==> src/rtl/spi_fetch_pkg.sv <==
// -----------------------------------------------------------------------------
// spi_fetch_pkg
// Shared definitions for the SPI flash word-fetch engine.
//   state_t      : fetch FSM states (IDLE -> SELECT -> SHIFT -> DONE)
//   CMD_*        : flash opcodes (READ 0x03, FAST READ 0x0B)
//   *_BITS       : frame field widths on the single SPI lane
//   le_word()    : reorders a byte-serial (first byte in MSBs) word so the
//                  first received byte lands in [7:0]
// -----------------------------------------------------------------------------
package spi_fetch_pkg;

  typedef enum logic [1:0] {
    IDLE   = 2'd0,
    SELECT = 2'd1,
    SHIFT  = 2'd2,
    DONE   = 2'd3
  } state_t;

  localparam logic [7:0]  CMD_READ      = 8'h03;
  localparam logic [7:0]  CMD_FAST_READ = 8'h0B;

  localparam int unsigned CMD_BITS   = 8;
  localparam int unsigned ADDR_BITS  = 24;
  localparam int unsigned DATA_BITS  = 32;
  localparam int unsigned DUMMY_BITS = 8;

  // rx register holds byte0 in [31:24] after shifting; return it little-endian.
  function automatic logic [31:0] le_word(input logic [31:0] msb_first);
    return {msb_first[7:0], msb_first[15:8], msb_first[23:16], msb_first[31:24]};
  endfunction

endpackage

==> src/rtl/spi_sck_gen.sv <==
// -----------------------------------------------------------------------------
// spi_sck_gen
// SPI mode-0 clock generator. While en_i is high, sck_o toggles every CLK_DIV
// system clocks. rise_o / fall_o are single-cycle strobes asserted in the
// cycle whose closing clock edge makes sck_o go high / low, so a consumer
// acting on a strobe acts on the same edge the pad clock changes.
// When en_i is low the divider is cleared and sck_o parks low.
// Ports:
//   clock, reset : system clock, asynchronous active-high reset
//   en_i         : run the divider
//   sck_o        : registered SPI clock (to flash_clk)
//   rise_o/fall_o: edge strobes
// -----------------------------------------------------------------------------
module spi_sck_gen #(
  parameter int unsigned CLK_DIV = 1
) (
  input  logic clock,
  input  logic reset,
  input  logic en_i,
  output logic sck_o,
  output logic rise_o,
  output logic fall_o
);

  localparam logic [7:0] DIV_LAST = 8'(CLK_DIV - 1);

  logic [7:0] div_q;
  logic       sck_q;
  logic       tick_s;

  // Strobe on the last divider count of each half-period.
  always_comb begin
    tick_s = en_i && (div_q == DIV_LAST);
    rise_o = tick_s && !sck_q;
    fall_o = tick_s && sck_q;
  end

  // Divider counter and SCK toggle register.
  always_ff @(posedge clock or posedge reset) begin
    if (reset) begin
      div_q <= 8'd0;
      sck_q <= 1'b0;
    end else if (!en_i) begin
      div_q <= 8'd0;
      sck_q <= 1'b0;
    end else if (tick_s) begin
      div_q <= 8'd0;
      sck_q <= !sck_q;
    end else begin
      div_q <= div_q + 8'd1;
    end
  end

  assign sck_o = sck_q;

endmodule

==> src/rtl/spi_flash_fetch.sv <==
// -----------------------------------------------------------------------------
// spi_flash_fetch
// Word-fetch engine: accepts a 24-bit byte address, issues a single-lane SPI
// read to the boot flash and returns one little-endian 32-bit word.
// Optional build macro: SPI_FETCH_FAST_READ_EN
//   defined   -> opcode 0x0B + 8 dummy SCK cycles, 72-bit frame (READ_CMD unused)
//   undefined -> opcode READ_CMD, 64-bit frame
// Ports:
//   clock, reset      : system clock, asynchronous active-high reset
//   req_valid/req_addr: fetch request, address sampled on acceptance
//   req_ready         : high only while idle
//   rdata/rdata_valid : fetched word and its one-cycle strobe (rdata held)
//   flash_csb/clk/io0 : SPI chip select (low active), SCK (mode 0), MOSI
//   flash_io1         : MISO, sampled synchronously on SCK rising strobes
// Timing: accept edge -> SELECT (1 clk) -> SHIFT (2*NBITS*CLK_DIV clks)
//   -> DONE (1 clk) whose closing edge raises rdata_valid and flash_csb,
//   giving 2*NBITS*CLK_DIV+2 clocks from acceptance to rdata_valid.
// -----------------------------------------------------------------------------
module spi_flash_fetch
  import spi_fetch_pkg::*;
#(
  parameter int unsigned CLK_DIV  = 1,
  parameter logic [7:0]  READ_CMD = CMD_READ
) (
  input  logic        clock,
  input  logic        reset,
  input  logic        req_valid,
  input  logic [23:0] req_addr,
  output logic        req_ready,
  output logic [31:0] rdata,
  output logic        rdata_valid,
  output logic        flash_csb,
  output logic        flash_clk,
  output logic        flash_io0,
  input  logic        flash_io1
);

`ifdef SPI_FETCH_FAST_READ_EN
  localparam logic [7:0]  CMD   = CMD_FAST_READ;
  localparam int unsigned NBITS = CMD_BITS + ADDR_BITS + DUMMY_BITS + DATA_BITS;
`else
  localparam logic [7:0]  CMD   = READ_CMD;
  localparam int unsigned NBITS = CMD_BITS + ADDR_BITS + DATA_BITS;
`endif

  localparam int unsigned TX_W     = CMD_BITS + ADDR_BITS;
  localparam logic [6:0]  LAST_BIT = 7'(NBITS - 1);

  state_t            state_q;
  logic [TX_W-1:0]   tx_q;
  logic [TX_W-1:0]   tx_shift_d;
  logic [31:0]       rx_q;
  logic [31:0]       rx_shift_d;
  logic [6:0]        bit_cnt_q;
  logic              csb_q;
  logic              io0_q;
  logic              ready_q;
  logic [31:0]       rdata_q;
  logic              rvalid_q;
  logic              sck_en_s;
  logic              sck_rise_s;
  logic              sck_fall_s;

  // Next values of the shift registers; tx shifts in zeros so io0 falls to 0
  // once command and address have gone out (covers dummy and data phases).
  always_comb begin
    sck_en_s   = (state_q == SHIFT);
    tx_shift_d = {tx_q[TX_W-2:0], 1'b0};
    rx_shift_d = {rx_q[30:0], flash_io1};
  end

  spi_sck_gen #(
    .CLK_DIV (CLK_DIV)
  ) u_sck_gen (
    .clock  (clock),
    .reset  (reset),
    .en_i   (sck_en_s),
    .sck_o  (flash_clk),
    .rise_o (sck_rise_s),
    .fall_o (sck_fall_s)
  );

  // Fetch FSM with registered pad and response outputs.
  always_ff @(posedge clock or posedge reset) begin
    if (reset) begin
      state_q   <= IDLE;
      tx_q      <= '0;
      rx_q      <= 32'd0;
      bit_cnt_q <= 7'd0;
      csb_q     <= 1'b1;
      io0_q     <= 1'b0;
      ready_q   <= 1'b1;
      rdata_q   <= 32'd0;
      rvalid_q  <= 1'b0;
    end else begin
      rvalid_q <= 1'b0;
      case (state_q)
        IDLE: begin
          if (req_valid && ready_q) begin
            tx_q      <= {CMD, req_addr};
            io0_q     <= CMD[7];
            csb_q     <= 1'b0;
            ready_q   <= 1'b0;
            bit_cnt_q <= 7'd0;
            state_q   <= SELECT;
          end
        end
        SELECT: begin
          state_q <= SHIFT;
        end
        SHIFT: begin
          // Every rising edge is captured; only the final 32 survive in rx_q.
          if (sck_rise_s) begin
            rx_q <= rx_shift_d;
          end
          if (sck_fall_s) begin
            tx_q      <= tx_shift_d;
            io0_q     <= tx_shift_d[TX_W-1];
            bit_cnt_q <= bit_cnt_q + 7'd1;
            if (bit_cnt_q == LAST_BIT) begin
              state_q <= DONE;
            end
          end
        end
        DONE: begin
          csb_q    <= 1'b1;
          io0_q    <= 1'b0;
          rdata_q  <= le_word(rx_q);
          rvalid_q <= 1'b1;
          ready_q  <= 1'b1;
          state_q  <= IDLE;
        end
        default: begin
          state_q <= IDLE;
        end
      endcase
    end
  end

  assign req_ready   = ready_q;
  assign rdata       = rdata_q;
  assign rdata_valid = rvalid_q;
  assign flash_csb   = csb_q;
  assign flash_io0   = io0_q;

endmodule

==> config.mk <==
export PLATFORM = sky130hd
export DESIGN_NAME = spi_flash_fetch
export DESIGN_NICKNAME = d
export VERILOG_FILES = /design/src/rtl/spi_fetch_pkg.sv /design/src/rtl/spi_sck_gen.sv /design/src/rtl/spi_flash_fetch.sv
export SDC_FILE = /design/constraint.sdc
export NUM_CORES = 1
export LEC_CHECK = 0
export ABC_AREA = 1
export BUFFER_PORTS_ARGS = -buffer_cell sky130_fd_sc_hd__buf_2
export CORE_UTILIZATION = 57
export DETAILED_ROUTE_END_ITERATION = 10
export PLACE_DENSITY = 0.9
export SYNTH_ARGS = -nofsm -noshare
export SYNTH_HDL_FRONTEND = slang
export SYNTH_SLANG_ARGS = --single-unit
==> constraint.sdc <==
create_clock -name clock -period 5.3 [get_ports clock]
set_clock_uncertainty 0.05 [all_clocks]
set_input_delay 1.325 -clock clock [delete_from_list [all_inputs] [get_ports clock]]
set_output_delay 1.325 -clock clock [all_outputs]
set_load 0.005 [all_outputs]
==> flow_summary.json <==
{
  "outcome": "finished clean",
  "cp-end-kind": "flop",
  "path_cells": "inv_1, ha_2, buf_4, inv_2, o21ai_1, nand3_2, buf_4, nand2_1, o21ai_1",
  "dieHeight_um": 94.9,
  "cts_root_buf": "clkbuf_8",
  "hp-class": "flop to flop",
  "worstMarginPinSlew_ns": 0.985,
  "layout.nets": 616,
  "grt_setup_unrepaired": "no",
  "wl_per_cell_um": 14.0,
  "start_util_pct": 59.3,
  "postCtsSetupRepairBufs": 0,
  "syn_to_final_growth_pct": 19.0,
  "crit_family": "buffers and inverters",
  "ant_nets": 0,
  "numPortBuffers": 64,
  "cts_buffers": 17,
  "fp-row-count": 33,
  "die_w_um": 94.9,
  "ys_ff_latch": 116,
  "max_stage_delay_ns": 0.75,
  "max_cap_violations": 0,
  "io_pins": 65,
  "finalCriticalPeriod_ns": 3.29,
  "slew_headroom_pct": 34.1,
  "synthesis.area_mm2": 0.00492,
  "grt-ovfl-total": 0,
  "dpl_worst_slack_ns": 2.06,
  "grt_use_total_pct": 24.2,
  "r2r_cells": 9,
  "cp_data_required_time_ns": 5.63,
  "drc_errors": 0,
  "drv_slew": 0,
  "synth_fp_nets": 556,
  "dp_hpwl_um": 6020,
  "first_global_vias": 3675,
  "cp_slowest_cell": "nand3_2",
  "antenna_found_initial": 0,
  "worst-path-max-fanout": 51,
  "cp.depth": 9,
  "wirelength_um": 9810,
  "place_congestion": 0.745,
  "worstHoldStart": "rdata[7]$_DFFE_PP0P_",
  "grt_pass1_wl_um": 16500,
  "syn_inst": 520,
  "r2r_end": "tx_q[2]$_DFFE_PP0P_",
  "path_buf_inv": 4,
  "drive_gt1_share_pct": 20.2,
  "diodes": 0,
  "layout_common_cells": "nand2_1 (140), dfrtp_1 (115), buf_2 (64)",
  "core_area_mm2": 0.00830,
  "max_freq_ghz": 0.304,
  "die-area_mm2": 0.00901,
  "crit_path_start": "state_q[0]$_DFFE_PP0P_",
  "ys_types": 26,
  "ctsResizeCount": 0,
  "regToRegSetupSlack_ns": 2.01,
  "synthArstFlopShare_pct": 100,
  "synth_flop_cell": "dfrtp_1",
  "setup_slack_ns": 2.01,
  "ys_seq_area_share_pct": 59.0,
  "yosysWarnings": 0,
  "clock_latency_ns": 0.51,
  "clock_sinks": 116,
  "drtIter0Drc": 194,
  "endpoint": "tx_q[2]$_DFFE_PP0P_",
  "worstSetupStartpointType": "flop",
  "cts_htree_levels": 4,
  "worstReg2RegStart": "state_q[0]$_DFFE_PP0P_",
  "period_share_pct": 62.0,
  "synth_edf_count": 0,
  "vias_per_cell": 5.27,
  "grt_max_degree": 82,
  "final.setup.tns_ns": 0,
  "cts_buffer_depth": 2,
  "path_class": "flop to flop",
  "drtPass1Iterations": 4,
  "clkSlewWorstSetupHoldPaths_ns": 0.06,
  "p_per_area_mw_per_mm2": 606,
  "avgSynthCellArea_um2": 9.46,
  "hold_viol_final": 0,
  "mostFrequentLayoutCell": "nand2_1",
  "cts_tree": "built",
  "arrival_ns": 3.62,
  "final-setup-viol-count": 0,
  "holdBufCountCts": 0,
  "via_count": 3677,
  "peakVddDrop_mv": 0.335,
  "p_leak_nw": 2.90
}
cells by family after synthesis:
group,after synthesis,synth area share [%]
xor+xnor,2,0.356
simple gates,186,15.1
flops,116,59.0
compound gates,108,11.9
mux,23,4.68
fa+ha+maj,8,2.03
buf+inv,77,6.94
area by class of cell:
cell class | count | area [µm²]
clock buffers | 18 | 418
clock inverters | 14 | 176
fillers | 589 | 2440
inverters | 50 | 190
multi-input cells | 327 | 1680
flip-flops and latches | 116 | 2900
well taps | 105 | 131
repair buffers | 68 | 350
stage by stage:
| stage | std cells | hold WS, ns | cell area (µm²) | power (mW) | utilization [%] |
|---|---|---|---|---|---|
| after global routing | 698 | 0.454 | 5850 | 3.80 | 70.5 |
| after detailed placement | 666 | 0.408 | 5260 | 2.40 | 63.4 |
| after CTS | 698 | 0.434 | 5850 | 3.57 | 70.5 |
| final | 698 | 0.427 | 5850 | 3.55 | 70.5 |
| after global placement | 666 | 0.401 | 5260 | 2.32 | 63.4 |
| after floorplan | 520 | 0.399 | 4920 | 2.15 | - |
metal layers:
metal / vias up / track usage (%) / routed length [µm] / share of wire (%)
met2: 126 / 40.8 / 5010 / 51
met3: 24 / 7.17 / 528 / 5.4
li1: 1778 / - / - / -
met4: 0 / 10.6 / 212 / 2.2
met1: 1749 / 28.6 / 4060 / 41
met5: - / 0 / 0 / 0
how the worst min path moves through the flow:
stage,endpoint,slack [ns],depth (start not counted)
after global placement,rdata[0]$_DFFE_PP0P_,0.40,2
after CTS,rdata[8]$_DFFE_PP0P_,0.43,2
final,rdata[7]$_DFFE_PP0P_,0.43,2
after detailed placement,rdata[0]$_DFFE_PP0P_,0.41,2
after global routing,rdata[7]$_DFFE_PP0P_,0.45,2
after floorplan,rdata[7]$_DFFE_PP0P_,0.40,2
Yosys cell counts, types with 2 or more instances:
cell | instances | area, µm²
buf_2 | 6 | 30.0
nor2_1 | 21 | 78.8
buf_4 | 4 | 30.0
mux2i_1 | 23 | 230
o21ai_1 | 31 | 155
clkbuf_1 | 13 | 48.8
o21ai_0 | 58 | 290
inv_2 | 2 | 7.51
o21bai_1 | 2 | 15.0
dfrtp_1 | 115 | 2880
inv_1 | 47 | 176
nand2_1 | 141 | 529
nand3_1 | 14 | 70.1
xor2_1 | 2 | 17.5
ha_1 | 8 | 100
a21oi_1 | 6 | 30.0
or2_2 | 3 | 18.8
nor3b_1 | 2 | 15.0
o21ai_2 | 10 | 87.6
nor3_1 | 3 | 15.0
buf_6 | 4 | 45.0
registers in the layout (all words and copies together), names as in the netlist:
register and count:
bit_cnt_q 7, flash_io0 1, rdata 32, rdata_valid 1, req_ready 1, rx_q 32, state_q 2, tx_q 31
u_sck_gen.div_q 8, u_sck_gen.sck_o 1
report_power, final:
part | internal (mW) | switching, mW | leakage, nW
sequential | 1.20 | 0.180 | 1.52
clock | 0.721 | 0.417 | 0.287
combinational | 0.371 | 0.659 | 1.09
worst reg2reg max path, cell delays in order, from the launching register on:
cell	delay, ns
dfrtp_1	0.42
inv_1	0.14
ha_2	0.18
buf_4	0.46
inv_2	0.22
o21ai_1	0.22
nand3_2	0.75
buf_4	0.55
nand2_1	0.10
o21ai_1	0.07
(Power assumes the default switching activity.)
